`src/rtl/layer_load_sequencer.sv`:
```
`timescale 1ns/1ps
// Streams kernel then ifmap words into the core scratchpads for each channel,
// sequences route/clear handshakes with the core and buffers ofmap results.
module layer_load_sequencer #(
  parameter int SRAM_DATA_WIDTH = 64,
  parameter int ADDR_WIDTH      = 8,
  parameter int DATA_WIDTH      = 8,
  parameter int NUM_CH          = 4,
  parameter int OFIFO_DEPTH     = 8,
  localparam int NCW = $clog2(NUM_CH + 1),
  localparam int CHW = (NUM_CH > 1) ? $clog2(NUM_CH) : 1,
  localparam int OW  = 2 * DATA_WIDTH
) (
  input  logic                       i_clk,
  input  logic                       i_rst,
  input  logic                       i_start,
  input  logic [NCW-1:0]             i_num_ch,
  input  logic [ADDR_WIDTH-1:0]      i_w_words,
  input  logic [ADDR_WIDTH-1:0]      i_i_words,
  input  logic [SRAM_DATA_WIDTH-1:0] i_s_data,
  input  logic                       i_s_valid,
  output logic                       o_s_ready,
  output logic [SRAM_DATA_WIDTH-1:0] o_data_in,
  output logic [ADDR_WIDTH-1:0]      o_write_addr,
  output logic                       o_spad_select,
  output logic                       o_write_en,
  output logic [ADDR_WIDTH-1:0]      o_i_addr_end,
  output logic                       o_route_en,
  output logic                       o_reg_clear,
  input  logic                       i_core_done,
  input  logic [OW-1:0]              i_ofmap,
  input  logic                       i_ofmap_valid,
  output logic [OW-1:0]              o_m_data,
  output logic                       o_m_valid,
  input  logic                       i_m_ready,
  output logic [CHW-1:0]             o_ch_idx,
  output logic                       o_busy,
  output logic                       o_overflow,
  output logic                       o_err,
  output logic                       o_done
);

  localparam int PW = $clog2(OFIFO_DEPTH);
  localparam logic [PW:0] FULL_CNT = (PW+1)'(OFIFO_DEPTH);

  typedef enum logic [2:0] {
    S_IDLE, S_LOAD_W, S_LOAD_I, S_GAP, S_ROUTE, S_CLEAR, S_DRAIN, S_DONE
  } state_t;

  state_t                     state_q;
  logic [NCW-1:0]             num_ch_q;
  logic [ADDR_WIDTH-1:0]      w_words_q, i_words_q, word_cnt_q, i_addr_end_q;
  logic [CHW-1:0]             ch_idx_q;
  logic                       gap_cnt_q;
  logic                       we_q, sel_q, route_q, clear_q, err_q, done_q;
  logic [SRAM_DATA_WIDTH-1:0] data_q;
  logic [ADDR_WIDTH-1:0]      addr_q;

  logic [OW-1:0]              fifo_mem [OFIFO_DEPTH];
  logic [PW-1:0]              wr_ptr_q, rd_ptr_q;
  logic [PW:0]                fifo_cnt_q, fifo_cnt_d;
  logic                       overflow_q;

  logic                  load_st, xfer, last_word, cfg_bad, start_ok, more_ch;
  logic                  full, pop, push_ok;
  logic [ADDR_WIDTH-1:0] words_cur;

  assign load_st   = (state_q == S_LOAD_W) || (state_q == S_LOAD_I);
  assign xfer      = load_st & i_s_valid;
  assign words_cur = (state_q == S_LOAD_I) ? i_words_q : w_words_q;
  assign last_word = (word_cnt_q == words_cur - ADDR_WIDTH'(1));
  assign cfg_bad   = (i_num_ch == '0) || (i_num_ch > NCW'(NUM_CH)) ||
                     (i_w_words == '0) || (i_i_words == '0);
  assign start_ok  = (state_q == S_IDLE) & i_start & ~cfg_bad;
  assign more_ch   = (NCW'(ch_idx_q) + NCW'(1)) < num_ch_q;

  always_ff @(posedge i_clk or posedge i_rst) begin
    if (i_rst) begin
      state_q      <= S_IDLE;
      num_ch_q     <= '0;
      w_words_q    <= '0;
      i_words_q    <= '0;
      word_cnt_q   <= '0;
      i_addr_end_q <= '0;
      ch_idx_q     <= '0;
      gap_cnt_q    <= 1'b0;
      we_q         <= 1'b0;
      sel_q        <= 1'b0;
      data_q       <= '0;
      addr_q       <= '0;
      route_q      <= 1'b0;
      clear_q      <= 1'b0;
      err_q        <= 1'b0;
      done_q       <= 1'b0;
    end else begin
      // Write strobe and pulses default low; the write bus is zeroed when idle.
      we_q    <= 1'b0;
      sel_q   <= 1'b0;
      data_q  <= '0;
      addr_q  <= '0;
      clear_q <= 1'b0;
      err_q   <= 1'b0;
      done_q  <= 1'b0;
      case (state_q)
        S_IDLE: begin
          if (i_start) begin
            if (cfg_bad) begin
              err_q <= 1'b1;
            end else begin
              num_ch_q     <= i_num_ch;
              w_words_q    <= i_w_words;
              i_words_q    <= i_i_words;
              i_addr_end_q <= i_i_words - ADDR_WIDTH'(1);
              ch_idx_q     <= '0;
              word_cnt_q   <= '0;
              state_q      <= S_LOAD_W;
            end
          end
        end
        S_LOAD_W, S_LOAD_I: begin
          if (xfer) begin
            we_q   <= 1'b1;
            data_q <= i_s_data;
            addr_q <= word_cnt_q;
            sel_q  <= (state_q == S_LOAD_I);
            if (last_word) begin
              word_cnt_q <= '0;
              if (state_q == S_LOAD_W) begin
                state_q <= S_LOAD_I;
              end else begin
                gap_cnt_q <= 1'b0;
                state_q   <= S_GAP;
              end
            end else begin
              word_cnt_q <= word_cnt_q + ADDR_WIDTH'(1);
            end
          end
        end
        S_GAP: begin
          if (gap_cnt_q) begin
            route_q <= 1'b1;
            state_q <= S_ROUTE;
          end else begin
            gap_cnt_q <= 1'b1;
          end
        end
        S_ROUTE: begin
          if (i_core_done) begin
            route_q <= 1'b0;
            clear_q <= 1'b1;
            state_q <= S_CLEAR;
          end
        end
        S_CLEAR: begin
          if (more_ch) begin
            ch_idx_q <= ch_idx_q + CHW'(1);
            state_q  <= S_LOAD_W;
          end else begin
            state_q <= S_DRAIN;
          end
        end
        S_DRAIN: begin
          if (fifo_cnt_q == '0) begin
            done_q  <= 1'b1;
            state_q <= S_DONE;
          end
        end
        S_DONE:  state_q <= S_IDLE;
        default: state_q <= S_IDLE;
      endcase
    end
  end

  // Ofmap FIFO: a push into a full FIFO is still accepted when the head leaves the same cycle.
  assign full    = (fifo_cnt_q == FULL_CNT);
  assign pop     = (fifo_cnt_q != '0) & i_m_ready;
  assign push_ok = i_ofmap_valid & (~full | pop);

  always_comb begin
    fifo_cnt_d = fifo_cnt_q;
    case ({push_ok, pop})
      2'b10:   fifo_cnt_d = fifo_cnt_q + (PW+1)'(1);
      2'b01:   fifo_cnt_d = fifo_cnt_q - (PW+1)'(1);
      default: fifo_cnt_d = fifo_cnt_q;
    endcase
  end

  always_ff @(posedge i_clk) begin
    if (push_ok) fifo_mem[wr_ptr_q] <= i_ofmap;
  end

  always_ff @(posedge i_clk or posedge i_rst) begin
    if (i_rst) begin
      wr_ptr_q   <= '0;
      rd_ptr_q   <= '0;
      fifo_cnt_q <= '0;
      overflow_q <= 1'b0;
    end else begin
      if (push_ok) wr_ptr_q <= wr_ptr_q + PW'(1);
      if (pop)     rd_ptr_q <= rd_ptr_q + PW'(1);
      fifo_cnt_q <= fifo_cnt_d;
      if (start_ok) overflow_q <= 1'b0;
      if (i_ofmap_valid & full & ~pop) overflow_q <= 1'b1;
    end
  end

  assign o_s_ready     = load_st;
  assign o_data_in     = data_q;
  assign o_write_addr  = addr_q;
  assign o_spad_select = sel_q;
  assign o_write_en    = we_q;
  assign o_i_addr_end  = i_addr_end_q;
  assign o_route_en    = route_q;
  assign o_reg_clear   = clear_q;
  assign o_m_valid     = (fifo_cnt_q != '0);
  assign o_m_data      = o_m_valid ? fifo_mem[rd_ptr_q] : '0;
  assign o_ch_idx      = ch_idx_q;
  assign o_busy        = (state_q != S_IDLE);
  assign o_overflow    = overflow_q;
  assign o_err         = err_q;
  assign o_done        = done_q;

endmodule

```
`config.mk`:
```
export PLATFORM = sky130hd
export DESIGN_NAME = layer_load_sequencer
export DESIGN_NICKNAME = d
export VERILOG_FILES = /design/src/rtl/layer_load_sequencer.sv
export SDC_FILE = /design/constraint.sdc
export NUM_CORES = 1
export LEC_CHECK = 0
export BUFFER_PORTS_ARGS = -buffer_cell sky130_fd_sc_hd__buf_2
export CAP_MARGIN = 20
export CORE_MARGIN = 2
export CORE_UTILIZATION = 56
export CTS_CLUSTER_SIZE = 14
export DETAILED_ROUTE_END_ITERATION = 7
export GPL_TIMING_DRIVEN = 1
export PLACE_DENSITY = 0.81
export RECOVER_POWER = 100
export SKIP_CTS_REPAIR_TIMING = 1
export SYNTH_ARGS = -nofsm -noshare
export SYNTH_HDL_FRONTEND = slang
export SYNTH_SLANG_ARGS = --single-unit
```
`constraint.sdc`:
```
create_clock -name i_clk -period 10.68 [get_ports i_clk]
set_input_delay 2.136 -clock i_clk [delete_from_list [all_inputs] [get_ports i_clk]]
set_output_delay 2.136 -clock i_clk [all_outputs]
set_load 0.03 [all_outputs]
```
==> impl_metrics.tcl <==
set metrics [dict create \
    run_status "complete, but fails checks" \
    failed_checks "capacitance limit, slew limit" \
    drt_first_pass_iters 5 \
    drt.antenna.violating_nets 0 \
    clock_skew_after_layout_ns 0.00980 \
    unique_cell_type_count_in_the_yosys_netlist 48 \
    fillCellCount 1333 \
    timing.hold.ws_ns 0.484 \
    drt_drc_violations_left 0 \
    finish.utilization_pct 66.7 \
    clkSinkCount 258 \
    synth_top_cell_area_share_pct 36.7 \
    instances_no_fill 1171 \
    power_per_unit_of_standard_cell_area_nw_per_um2 294 \
    yosysSeqAreaShare_pct 67.7 \
    timing.rr.start "state_q[0]$_DFFE_PP0P_" \
    post_route_cells_drive_above_1_share_pct 20.7 \
    core_area_um2 18500 \
    syn2layout_area_growth_pct 17.9 \
    global_route.usage.total_pct 21.8 \
    final_weighted_congestion_in_routability_driven_placement 0.815 \
    post_synth_inst_count 707 \
    dieHeight_um 141 \
    crit-reg2reg-capture "word_cnt_q[2]$_DFFE_PP0P_" \
    cts.path.max_buffers 3 \
    synth.cell_area_um2 10500 \
    yosysTopAreaCell "edfxtp_1" \
    worstSetupStartpointType "flop" \
    timing.final.max_slew_violations 256 \
    post-route-worst-setup-slack_ns 4.69 \
    first_iter_violations 450 \
    post_drt_wl_per_cell_um 18.9 \
    power_frac_comb_pct 35.5 \
    grt_pass1_wl_um 34400 \
    cp_slowest_cell "clkbuf_1" \
    maximum_number_of_pins_on_one_net_before_global_route_repair 78 \
    post-place-cells 1122 \
    grt_remaining_overflow 0 \
    timing.setup.critical_path_class "reg -> out" \
    floorplan.io_pins 214 \
    avgViaCountPerCell 5.53 \
    asyncSetResetFlopFracSynth_pct 50.4 \
    critical_path.max_fanout 77 \
    power.internal_mw 2.24 \
    synth.area.top_cells "edfxtp_1 37%, dfrtp_1 31%, mux4_2 6.9%, and3_1 4.7%, mux2i_1 2.2%" \
    core.rowCount 50 \
    synth_fp_nets 826 \
    switching_share_pct 38.4 \
    slew-limit-headroom_pct -92.4 \
    timing.hold.worst_endpoint "o_i_addr_end[7]$_DFFE_PP0P_" \
    fin_nets 1036 \
    critical_path_arrival_ns 3.85 \
    reported_net_switching_power_mw 1.39 \
    cts.htree.levels 1 \
    final_period_minus_worst_setup_slack_ns 5.99 \
    tritoncts "yes" \
    p_leak_nw 5.16 \
    fin_crit_sh_pct 56.0 \
    power_frac_clock_pct 23.4 \
    leading_cell_types_in_the_layout_fill_and_taps_excluded "139 x clkbuf_1, 128 x dfrtp_1, 128 x edfxtp_1" \
    grt_pass1_vias 6421 \
    finalPower_mw 3.63 \
    detailed_place.area_um2 11800 \
    cpPeakStageDelay_ns 1.81 \
    worst-slew-pin-transition_ns 2.87 \
    ys.warnings.count 0 \
    vias 6476 \
    setup_viol 0 \
    die_area_um2 19800 \
    synth.avg_cell_area_um2 14.8 \
    setup-tns-final_ns 0 \
    setup.worst_path.end_class "output pin" \
    post_synth_edffs 128 \
    cts.root.buffer_cell "clkbuf_16" \
    post-place-ws_ns 6.27 \
    hold_depth 2 \
    synth-seq-cells 258 \
    timing.final.hold_violations 0 \
    initial_core_util_pct 56.6 \
    min-delay-start "o_i_addr_end[7]$_DFFE_PP0P_" \
    worst-endpoint-required_ns 8.54 \
    r2r_setup_slack_ns 6.33 \
    hpwl_um 14600 \
    rsz_0062_raised_after_global_routing "false" \
    finalWirelength_um 22100 \
    maxCapViolations 5 \
    layout_commonest_cell "clkbuf_1" \
    cts_made_buffers 27 \
    worst_r2r_path_depth 8 \
    clock.fmax_ghz 0.167 \
    power.sequential.fraction_pct 41.1 \
    worst_setup_hold_path_clk_slew_ns 0.06 \
    antenna_found_initial 2 \
    insertedDiodeCount 0 \
    fp.dieW_um 141 \
    design_area_um2 12400 \
    top_reg_cell_synth "dfrtp_1" \
    cp_cell_sequence "xnor2_1 > nor2_4 > clkbuf_1 > buf_2" \
    min-delay-path-class "reg -> reg" \
    vdd.ir_drop.worst_mv 0.178 \
    insertion_delay_ns 0.51 \
    portBuffers 213 \
]
metal layers:
metal | GRT usage, % | up-vias | wire length, µm
met5 | 0 | - | 27
met4 | 5.47 | 4 | 427
met3 | 3.16 | 38 | 1060
met2 | 36.9 | 180 | 11200
met1 | 30.4 | 3242 | 9350
li1 | - | 3012 | -
area by class of cell:
| class | count | area (µm²) | area share (%) |
|---|---|---|---|
| clock buffer | 38 | 747 | 6.05 |
| clock inverter | 11 | 63.8 | 0.517 |
| inverter | 16 | 61.3 | 0.496 |
| multi-input combinational | 390 | 3120 | 25.3 |
| sequential | 258 | 7100 | 57.5 |
| tap | 234 | 293 | 2.37 |
| timing repair buffer | 224 | 962 | 7.79 |
sequential cells by signal, indices dropped and copies added (netlist names):
register / flops
fifo_cnt_q: 4
fifo_mem: 128
gap_cnt_q: 1
i_words_q: 8
num_ch_q: 3
o_ch_idx: 2
o_data_in: 64
o_done: 1
o_err: 1
o_i_addr_end: 8
o_overflow: 1
o_reg_clear: 1
o_route_en: 1
o_spad_select: 1
o_write_addr: 8
o_write_en: 1
rd_ptr_q: 3
state_q: 3
w_words_q: 8
word_cnt_q: 8
wr_ptr_q: 3
worst max path at each step:
stage / to / from / cells past startpoint
global placement: w_words_q[0]$_DFFE_PP0P_ / i_i_words[0] / 7
detailed placement: word_cnt_q[7]$_DFFE_PP0P_ / i_i_words[0] / 9
CTS: o_m_data[1] / rd_ptr_q[0]$_DFFE_PP0P_ / 5
floorplan: fifo_cnt_q[0]$_DFFE_PP0P_ / i_rst / 1
global route: o_s_ready / state_q[0]$_DFFE_PP0P_ / 4
finish: o_s_ready / state_q[0]$_DFFE_PP0P_ / 4
Yosys cell counts (2+ instances only):
| master | instances |
|---|---|
| nor2_1 | 38 |
| o21ai_0 | 28 |
| buf_2 | 9 |
| inv_1 | 16 |
| edfxtp_1 | 128 |
| nand3b_1 | 2 |
| a21oi_1 | 12 |
| mux2_2 | 18 |
| mux4_2 | 32 |
| nand2_1 | 46 |
| xnor2_1 | 18 |
| or4_1 | 2 |
| nor3_1 | 12 |
| nor2b_1 | 5 |
| dfrtp_1 | 130 |
| ha_1 | 12 |
| nand3_1 | 6 |
| or2_2 | 3 |
| mux2i_1 | 23 |
| o31ai_1 | 3 |
| xor2_1 | 12 |
| a211oi_1 | 3 |
| nor3b_1 | 5 |
| nand2b_1 | 5 |
| nor4_1 | 8 |
| and3_1 | 78 |
| clkbuf_1 | 30 |
| buf_6 | 2 |
| a32o_1 | 2 |
cell families after synthesis:
kind of cell / count (synthesis) / share of synthesized area (%)
AOI/OAI and AO/OA: 57 / 3.51
and+or+nand+nor: 217 / 11.2
buffers and inverters: 59 / 2.40
DFF: 258 / 67.7
muxes: 73 / 11.0
adders and majority gates: 13 / 1.62
xor gates and xnor gates: 30 / 2.51
power groups by stage:
stage	Sequential [mW]	Clock (mW)	Combinational, mW
2_1_floorplan	1.60	0	0.874
3_3_place_gp	1.50	0	1.32
3_5_place_dp	1.51	0	1.35
4_1_cts	1.49	0.865	1.35
5_1_grt	1.52	0.901	1.40
6_report	1.49	0.848	1.29
critical path, delay by kind of cell, from the launching register on:
kind	cells	cell delay, ns
xor+xnor	1	0.22
buf+inv	2	2.28
flops	1	0.72
simple gates	1	0.11
Power figures use the tool's default switching activity.
